<file path="src/rtl/nav_pkg.sv">
// Shared types and helpers for the navigation state integrator.
// FSM state encoding, command encoding and saturation limits.
package nav_pkg;

  typedef enum logic [1:0] {
    ST_IDLE = 2'd0,
    ST_CALC = 2'd1,
    ST_OUT  = 2'd2
  } state_t;

  localparam logic CMD_SET  = 1'b1;
  localparam logic CMD_PROP = 1'b0;

  // Wide enough for any supported word width; callers truncate to their width.
  localparam int unsigned LIM_W = 128;

  // Largest representable signed value of a w-bit word.
  function automatic logic signed [LIM_W-1:0] sat_max(input int unsigned w);
    return (LIM_W'(1) << (w - 1)) - LIM_W'(1);
  endfunction

  // Most negative representable signed value of a w-bit word.
  function automatic logic signed [LIM_W-1:0] sat_min(input int unsigned w);
    return -(LIM_W'(1) << (w - 1));
  endfunction

endpackage

</file>
<file path="src/rtl/nav_axis_mac.sv">
// One-axis update: pos + ((vel * dt) >>> FRAC) with range detection.
// Build option NAV_SAT_EN: saturate out-of-range sums instead of wrapping.
module nav_axis_mac
  import nav_pkg::*;
#(
  parameter int unsigned WIDTH = 32,
  parameter int unsigned DT_W  = 16,
  parameter int unsigned FRAC  = 8
) (
  input  logic signed [WIDTH-1:0] pos,
  input  logic signed [WIDTH-1:0] vel,
  input  logic        [DT_W-1:0]  dt,
  output logic        [WIDTH-1:0] pos_next_c,
  output logic                    ovf_c
);

  localparam int unsigned PROD_W = WIDTH + DT_W + 1;
  localparam int unsigned SUM_W  = WIDTH + DT_W + 2;
  localparam int unsigned TOP_W  = SUM_W - WIDTH + 1;

  logic signed [DT_W:0]       dt_s;
  logic signed [PROD_W-1:0]   prod;
  logic signed [PROD_W-1:0]   delta;
  logic signed [SUM_W-1:0]    sum;
  logic        [TOP_W-1:0]    top;

  // dt is unsigned: a zero sign bit keeps the product signed but correct
  assign dt_s  = {1'b0, dt};
  assign prod  = $signed(PROD_W'(vel)) * $signed(PROD_W'(dt_s));
  // Arithmetic shift floors toward minus infinity
  assign delta = prod >>> FRAC;
  assign sum   = $signed(SUM_W'(pos)) + $signed(SUM_W'(delta));

  // In range iff every bit from the result sign bit upward agrees
  assign top   = sum[SUM_W-1:WIDTH-1];
  assign ovf_c = !((&top) || !(|top));

`ifdef NAV_SAT_EN
  assign pos_next_c = ovf_c ? (sum[SUM_W-1] ? WIDTH'(sat_min(WIDTH)) : WIDTH'(sat_max(WIDTH)))
                            : WIDTH'(sum);
`else
  assign pos_next_c = WIDTH'(sum);
`endif

endmodule

</file>
<file path="src/rtl/nav_state_integrator.sv">
// Per-axis position integrator: SET loads state, PROP adds (vel*dt)>>>FRAC
// serially through one shared MAC. Build option NAV_SAT_EN selects
// saturation (defined) or wrap (undefined) on overflow.
module nav_state_integrator
  import nav_pkg::*;
#(
  parameter int unsigned WIDTH = 32,
  parameter int unsigned AXES  = 3,
  parameter int unsigned DT_W  = 16,
  parameter int unsigned FRAC  = 8
) (
  input  logic                    clk,
  input  logic                    rst_n,
  input  logic                    in_valid,
  output logic                    in_ready,
  input  logic                    cmd_set,
  input  logic [AXES*WIDTH-1:0]   pos_in,
  input  logic [AXES*WIDTH-1:0]   vel_in,
  input  logic [DT_W-1:0]         dt_in,
  output logic                    out_valid,
  input  logic                    out_ready,
  output logic [AXES*WIDTH-1:0]   pos_out,
  output logic [AXES*WIDTH-1:0]   vel_out,
  output logic [AXES-1:0]         ovf
);

  localparam int unsigned K_W = (AXES > 1) ? $clog2(AXES) : 1;

  state_t             state;
  logic [K_W-1:0]     k;
  logic [DT_W-1:0]    dt;
  logic [WIDTH-1:0]   pos_axis [AXES];
  logic [WIDTH-1:0]   vel_axis [AXES];
  logic [WIDTH-1:0]   mac_pos_c;
  logic               mac_ovf_c;

  // Unpack the state vectors so the axis counter can select one word
  for (genvar i = 0; i < AXES; i++) begin : g_unpack
    assign pos_axis[i] = pos_out[i*WIDTH +: WIDTH];
    assign vel_axis[i] = vel_out[i*WIDTH +: WIDTH];
  end

  nav_axis_mac #(
    .WIDTH (WIDTH),
    .DT_W  (DT_W),
    .FRAC  (FRAC)
  ) u_mac (
    .pos        (pos_axis[k]),
    .vel        (vel_axis[k]),
    .dt         (dt),
    .pos_next_c (mac_pos_c),
    .ovf_c      (mac_ovf_c)
  );

  // Command FSM: accept in IDLE, one axis per CALC cycle, hold result in OUT
  always_ff @(posedge clk) begin
    if (!rst_n) begin
      state     <= ST_IDLE;
      k         <= '0;
      dt        <= '0;
      in_ready  <= 1'b1;
      out_valid <= 1'b0;
      pos_out   <= '0;
      vel_out   <= '0;
      ovf       <= '0;
    end else begin
      case (state)
        ST_IDLE: begin
          if (in_valid && in_ready) begin
            in_ready <= 1'b0;
            vel_out  <= vel_in;
            dt       <= dt_in;
            if (cmd_set == CMD_SET) begin
              pos_out   <= pos_in;
              ovf       <= '0;
              out_valid <= 1'b1;
              state     <= ST_OUT;
            end else begin
              k     <= '0;
              state <= ST_CALC;
            end
          end
        end
        ST_CALC: begin
          for (int i = 0; i < AXES; i++) begin
            if (k == K_W'(i)) begin
              pos_out[i*WIDTH +: WIDTH] <= mac_pos_c;
              ovf[i]                    <= ovf[i] | mac_ovf_c;
            end
          end
          if (k == K_W'(AXES - 1)) begin
            out_valid <= 1'b1;
            state     <= ST_OUT;
          end else begin
            k <= k + K_W'(1);
          end
        end
        ST_OUT: begin
          if (out_ready) begin
            out_valid <= 1'b0;
            in_ready  <= 1'b1;
            state     <= ST_IDLE;
          end
        end
        default: begin
          out_valid <= 1'b0;
          in_ready  <= 1'b1;
          state     <= ST_IDLE;
        end
      endcase
    end
  end

endmodule

</file>
<file path="config.mk">
export PLATFORM = sky130hd
export DESIGN_NAME = nav_state_integrator
export DESIGN_NICKNAME = d
export VERILOG_FILES = /design/src/rtl/nav_pkg.sv /design/src/rtl/nav_axis_mac.sv /design/src/rtl/nav_state_integrator.sv
export SDC_FILE = /design/constraint.sdc
export NUM_CORES = 2
export LEC_CHECK = 0
export CAP_MARGIN = 5
export CORE_UTILIZATION = 33
export CTS_CLUSTER_SIZE = 10
export DETAILED_ROUTE_END_ITERATION = 6
export GPL_ROUTABILITY_DRIVEN = 0
export PLACE_DENSITY = 0.5
export SYNTH_ARGS = -nofsm -noshare
export SYNTH_HDL_FRONTEND = slang
export SYNTH_SLANG_ARGS = --single-unit
</file>
<file path="constraint.sdc">
create_clock -name clk -period 29.4 [get_ports clk]
set_input_delay 5.88 -clock clk [delete_from_list [all_inputs] [get_ports clk]]
set_output_delay 5.88 -clock clk [all_outputs]
set_load 0.01 [all_outputs]
</file>
==> metrics.txt <==
number of nets with antenna violations after detailed routing=0; first-pass detailed-route iteration total=6; Fin Setup TNS=0 ns; number of fillers in the final layout=9,186; leading post-synthesis cells by instance count=728 x sky130_fd_sc_hd__nand2_1, 608 x sky130_fd_sc_hd__inv_1, 488 x sky130_fd_sc_hd__fa_1, 220 x sky130_fd_sc_hd__and2_1, 217 x sky130_fd_sc_hd__dfxtp_1; total number of placement rows=around 110; net count of the mapped netlist=4,437; Final Hold Vio Count=0; post-cts resize count=0; most frequent cell after synthesis=sky130_fd_sc_hd__nand2_1; post-synthesis cell count=~3,600; leakage power total=around 0.016 uW; worst setup timing slack at the placement stage=17.64 ns; maximum frequency from static timing analysis=0.0849 GHz; cell taking the most area after synthesis=sky130_fd_sc_hd__fa_1; type of the worst min-delay path=flip-flop to flip-flop; Syn-to-layout area delta=20.6%; cell area after synthesis=0.0299 mm^2; IO Port Bufs=roughly 410; routed via count=24,900; worst ir drop on vdd=0.0447 mV; cell at the root of the clock tree=sky130_fd_sc_hd__clkbuf_16; power dissipated by switching net loads=429 uW; dominant synthesized flop cell=sky130_fd_sc_hd__dfxtp_1; Total Nets Final=4,728; effective utilization at floorplan=33.5%; DR DRC count=0; power density over the cells=31.2 mW/mm^2; Layout Skew=0.0429 ns; Int Power=696 uW; kind of critical path=flip-flop to flip-flop; final clock period utilization by the worst path=40.1%; Setup violations, final=0; drt via density=4.93; remaining global-route overflow=0; Cell variety after synth=67; clock transition at the registers of the reported paths=around 0.060 ns; TritonCTS clock tree=done; worst relative slew slack=29.2%; diode count=0; Least-Margin Pin Slew=1.06 ns; critical path buffer and inverter count=5; total routing usage reported by global routing=22.9%; Std-Cell Core Area=0.0891 mm^2; synthesized area per cell=8.35 um^2; number of maximum-capacitance constraint violations=0; post-layout total power=1130 uW; share of total power consumed by net switching=38.2%; Logic pwr share=between 30% and 40%; Largest stage delay, worst path=0.81 ns; number of enable flip-flop cells after synthesis=0; synth warn=0; number of sinks driven by the clock tree=217; layout cell share with drive strength beyond 1=roughly 3.6%; Setup crit end kind=flip-flop; HPWL Detailed=81,000 um; fraction of power consumed by sequential logic=30.5%; asr flop ratio synth=0%; critical path arrival=12.31 ns; portion of total power attributed to the clock network=30.3%; number of ports placed on the die boundary=410; maximum number of pins on one net before global-route repair=128; number of global-route vias before repair=26,400; DRC violation total after the first TritonRoute iteration=1,483; area fraction of the dominant cell type after synthesis=32.7%; clock latency reported for the late side of the worst-skew pair=0.60 ns; portion of the post-synthesis area used by sequential elements=14.5%; slowest cell on the critical path=sky130_fd_sc_hd__a211oi_1; number of levels in the clock H-tree=1; post-CTS setup repair buffer count=0; RSZ-0062 raised after global routing=false; die outline height=303 um; area of the die=0.0917 mm^2; number of CTS-inserted buffers=28; status=completed; category of the worst setup path launch point=flip-flop; fin worst setup slack=17.62 ns; Seq cells post-synth=217; number of buffers between clock root and the deepest sink=3; per-cell routed wire length=around 21 um; cell class contributing the biggest share of worst-path delay=compound AO/OA/AOI/OAI gates; cell repeated most along the worst path=sky130_fd_sc_hd__fa_1; Max Fanout on Critical Path=35; required time of the critical path=29.93 ns; first-pass GRT wire length=about 160,000 um; antenna violations before repair=1; Die X-Extent=303 um; final number of max-transition violations=0; largest cells by area after synthesis=sky130_fd_sc_hd__fa_1 33%, sky130_fd_sc_hd__dfxtp_1 15%, sky130_fd_sc_hd__nand2_1 9.1%; detailed-route wire length=105,000 um; Min Clock Period, post-route=between 10 and 15 ns; CTS Hold Buffers Added=0
==> sequential cells by signal, summed over array words and instances (netlist names) <==
register,flops
out_valid,1
k,2
ovf,3
dt,16
state,2
vel_out,96
pos_out,96
in_ready,1
==> path summary, 6_finish.rpt <==
check	start	to	slack, ns	cells past startpoint
worst max-delay path	k[1]	ovf[0]	17.62	36
worst min-delay path	ovf[1]	ovf[1]	0.47	2
worst min register to register	ovf[1]	ovf[1]	0.47	2
worst max register to register	k[1]	ovf[0]	17.62	36
==> metrics by stage <==
stage | hold WS [ns] | utilization, % | instance area [um^2] | std cells
6_report | 0.467 | 40.5 | 36000 | 5049
5_1_grt | 0.485 | 40.5 | 36000 | 5049
4_1_cts | 0.466 | 40.5 | 36000 | 5049
3_5_place_dp | 0.455 | 39.5 | 35200 | 5003
3_3_place_gp | 0.460 | 39.5 | 35200 | 5003
2_1_floorplan | 0.474 | - | 29900 | 3577
==> area by class of cell <==
type,instances,area (um^2),area share [%]
Sequential cell,217,4360,12.1
Clock buffer,40,786,2.18
Clock inverter,6,91.3,0.253
Inverter,608,2280,6.33
Tap cell,1165,1460,4.04
Timing Repair Buffer,459,4470,12.4
Multi-Input combinational cell,2554,22600,62.7
==> power by group through the flow <==
| stage | combinational (uW) | sequential (uW) | clock [uW] |
|---|---|---|---|
| floorplan | 260 | 341 | 0 |
| finish | 441 | 343 | 341 |
| global route | 488 | 346 | 361 |
| global placement | 444 | 350 | 0 |
| detailed placement | 443 | 350 | 0 |
| CTS | 445 | 344 | 352 |
==> worst min-delay path, cell delays in order (launching register included) <==
cell                      delay, ns
sky130_fd_sc_hd__dfxtp_1       0.31
sky130_fd_sc_hd__nand3_1       0.06
sky130_fd_sc_hd__o21ai_1       0.05
==> layer usage <==
metal / part of all wire [%] / wire, um / track usage (%) / vias up
met5: 0 / 0 / 0 / -
met4: 2.3 / 2430 / 5.29 / 0
met3: 4.8 / 4980 / 3.23 / 108
met2: 50 / 51900 / 40.2 / 583
met1: 43 / 45300 / 29.6 / 12500
li1: - / - / - / 11800
==> cells in the final DEF (no fill, tap or decap), types with 9 or more instances in the layout <==
cell                              Yosys  routed
sky130_fd_sc_hd__xnor2_1             44      44
sky130_fd_sc_hd__o21a_1              13      13
sky130_fd_sc_hd__a21boi_0           189     189
sky130_fd_sc_hd__o21ai_0             92      61
sky130_fd_sc_hd__and2_1             220     219
sky130_fd_sc_hd__nor2b_1             23      23
sky130_fd_sc_hd__o21ai_2              0      10
sky130_fd_sc_hd__xor2_1              26      26
sky130_fd_sc_hd__a211oi_1            15      15
sky130_fd_sc_hd__nand2_1            728     728
sky130_fd_sc_hd__inv_1              608     608
sky130_fd_sc_hd__buf_4                0      50
sky130_fd_sc_hd__nor2_1             102     101
sky130_fd_sc_hd__a22oi_1             83      83
sky130_fd_sc_hd__clkdlybuf4s50_1      0     408
sky130_fd_sc_hd__a21o_1              35      35
sky130_fd_sc_hd__dfxtp_1            217     206
sky130_fd_sc_hd__clkbuf_16            0      28
sky130_fd_sc_hd__dfxtp_2              0       9
sky130_fd_sc_hd__nand3_1             11      11
sky130_fd_sc_hd__o211ai_1            12      12
sky130_fd_sc_hd__o21ai_1              8      29
sky130_fd_sc_hd__ha_1               159     159
sky130_fd_sc_hd__mux2i_1             67      67
sky130_fd_sc_hd__nand4_1             12      12
sky130_fd_sc_hd__a221oi_1            17      17
sky130_fd_sc_hd__fa_1               488     488
sky130_fd_sc_hd__nor3_1              23      22
sky130_fd_sc_hd__a21oi_1             65      62
sky130_fd_sc_hd__o21bai_1            13      13
==> logic make-up after synthesis <==
logic type               after synthesis  share of synthesized area, %
multiplexers                          68                          2.28
buffers and inverters                806                          10.1
adder cells (fa/ha/maj)              647                          39.4
flip-flops                           217                          14.5
AND/OR/NAND/NOR                     1170                          17.6
AO/OA/AOI/OAI                        599                          14.0
XOR/XNOR                              70                          2.05
(Power assumes the default switching activity.)
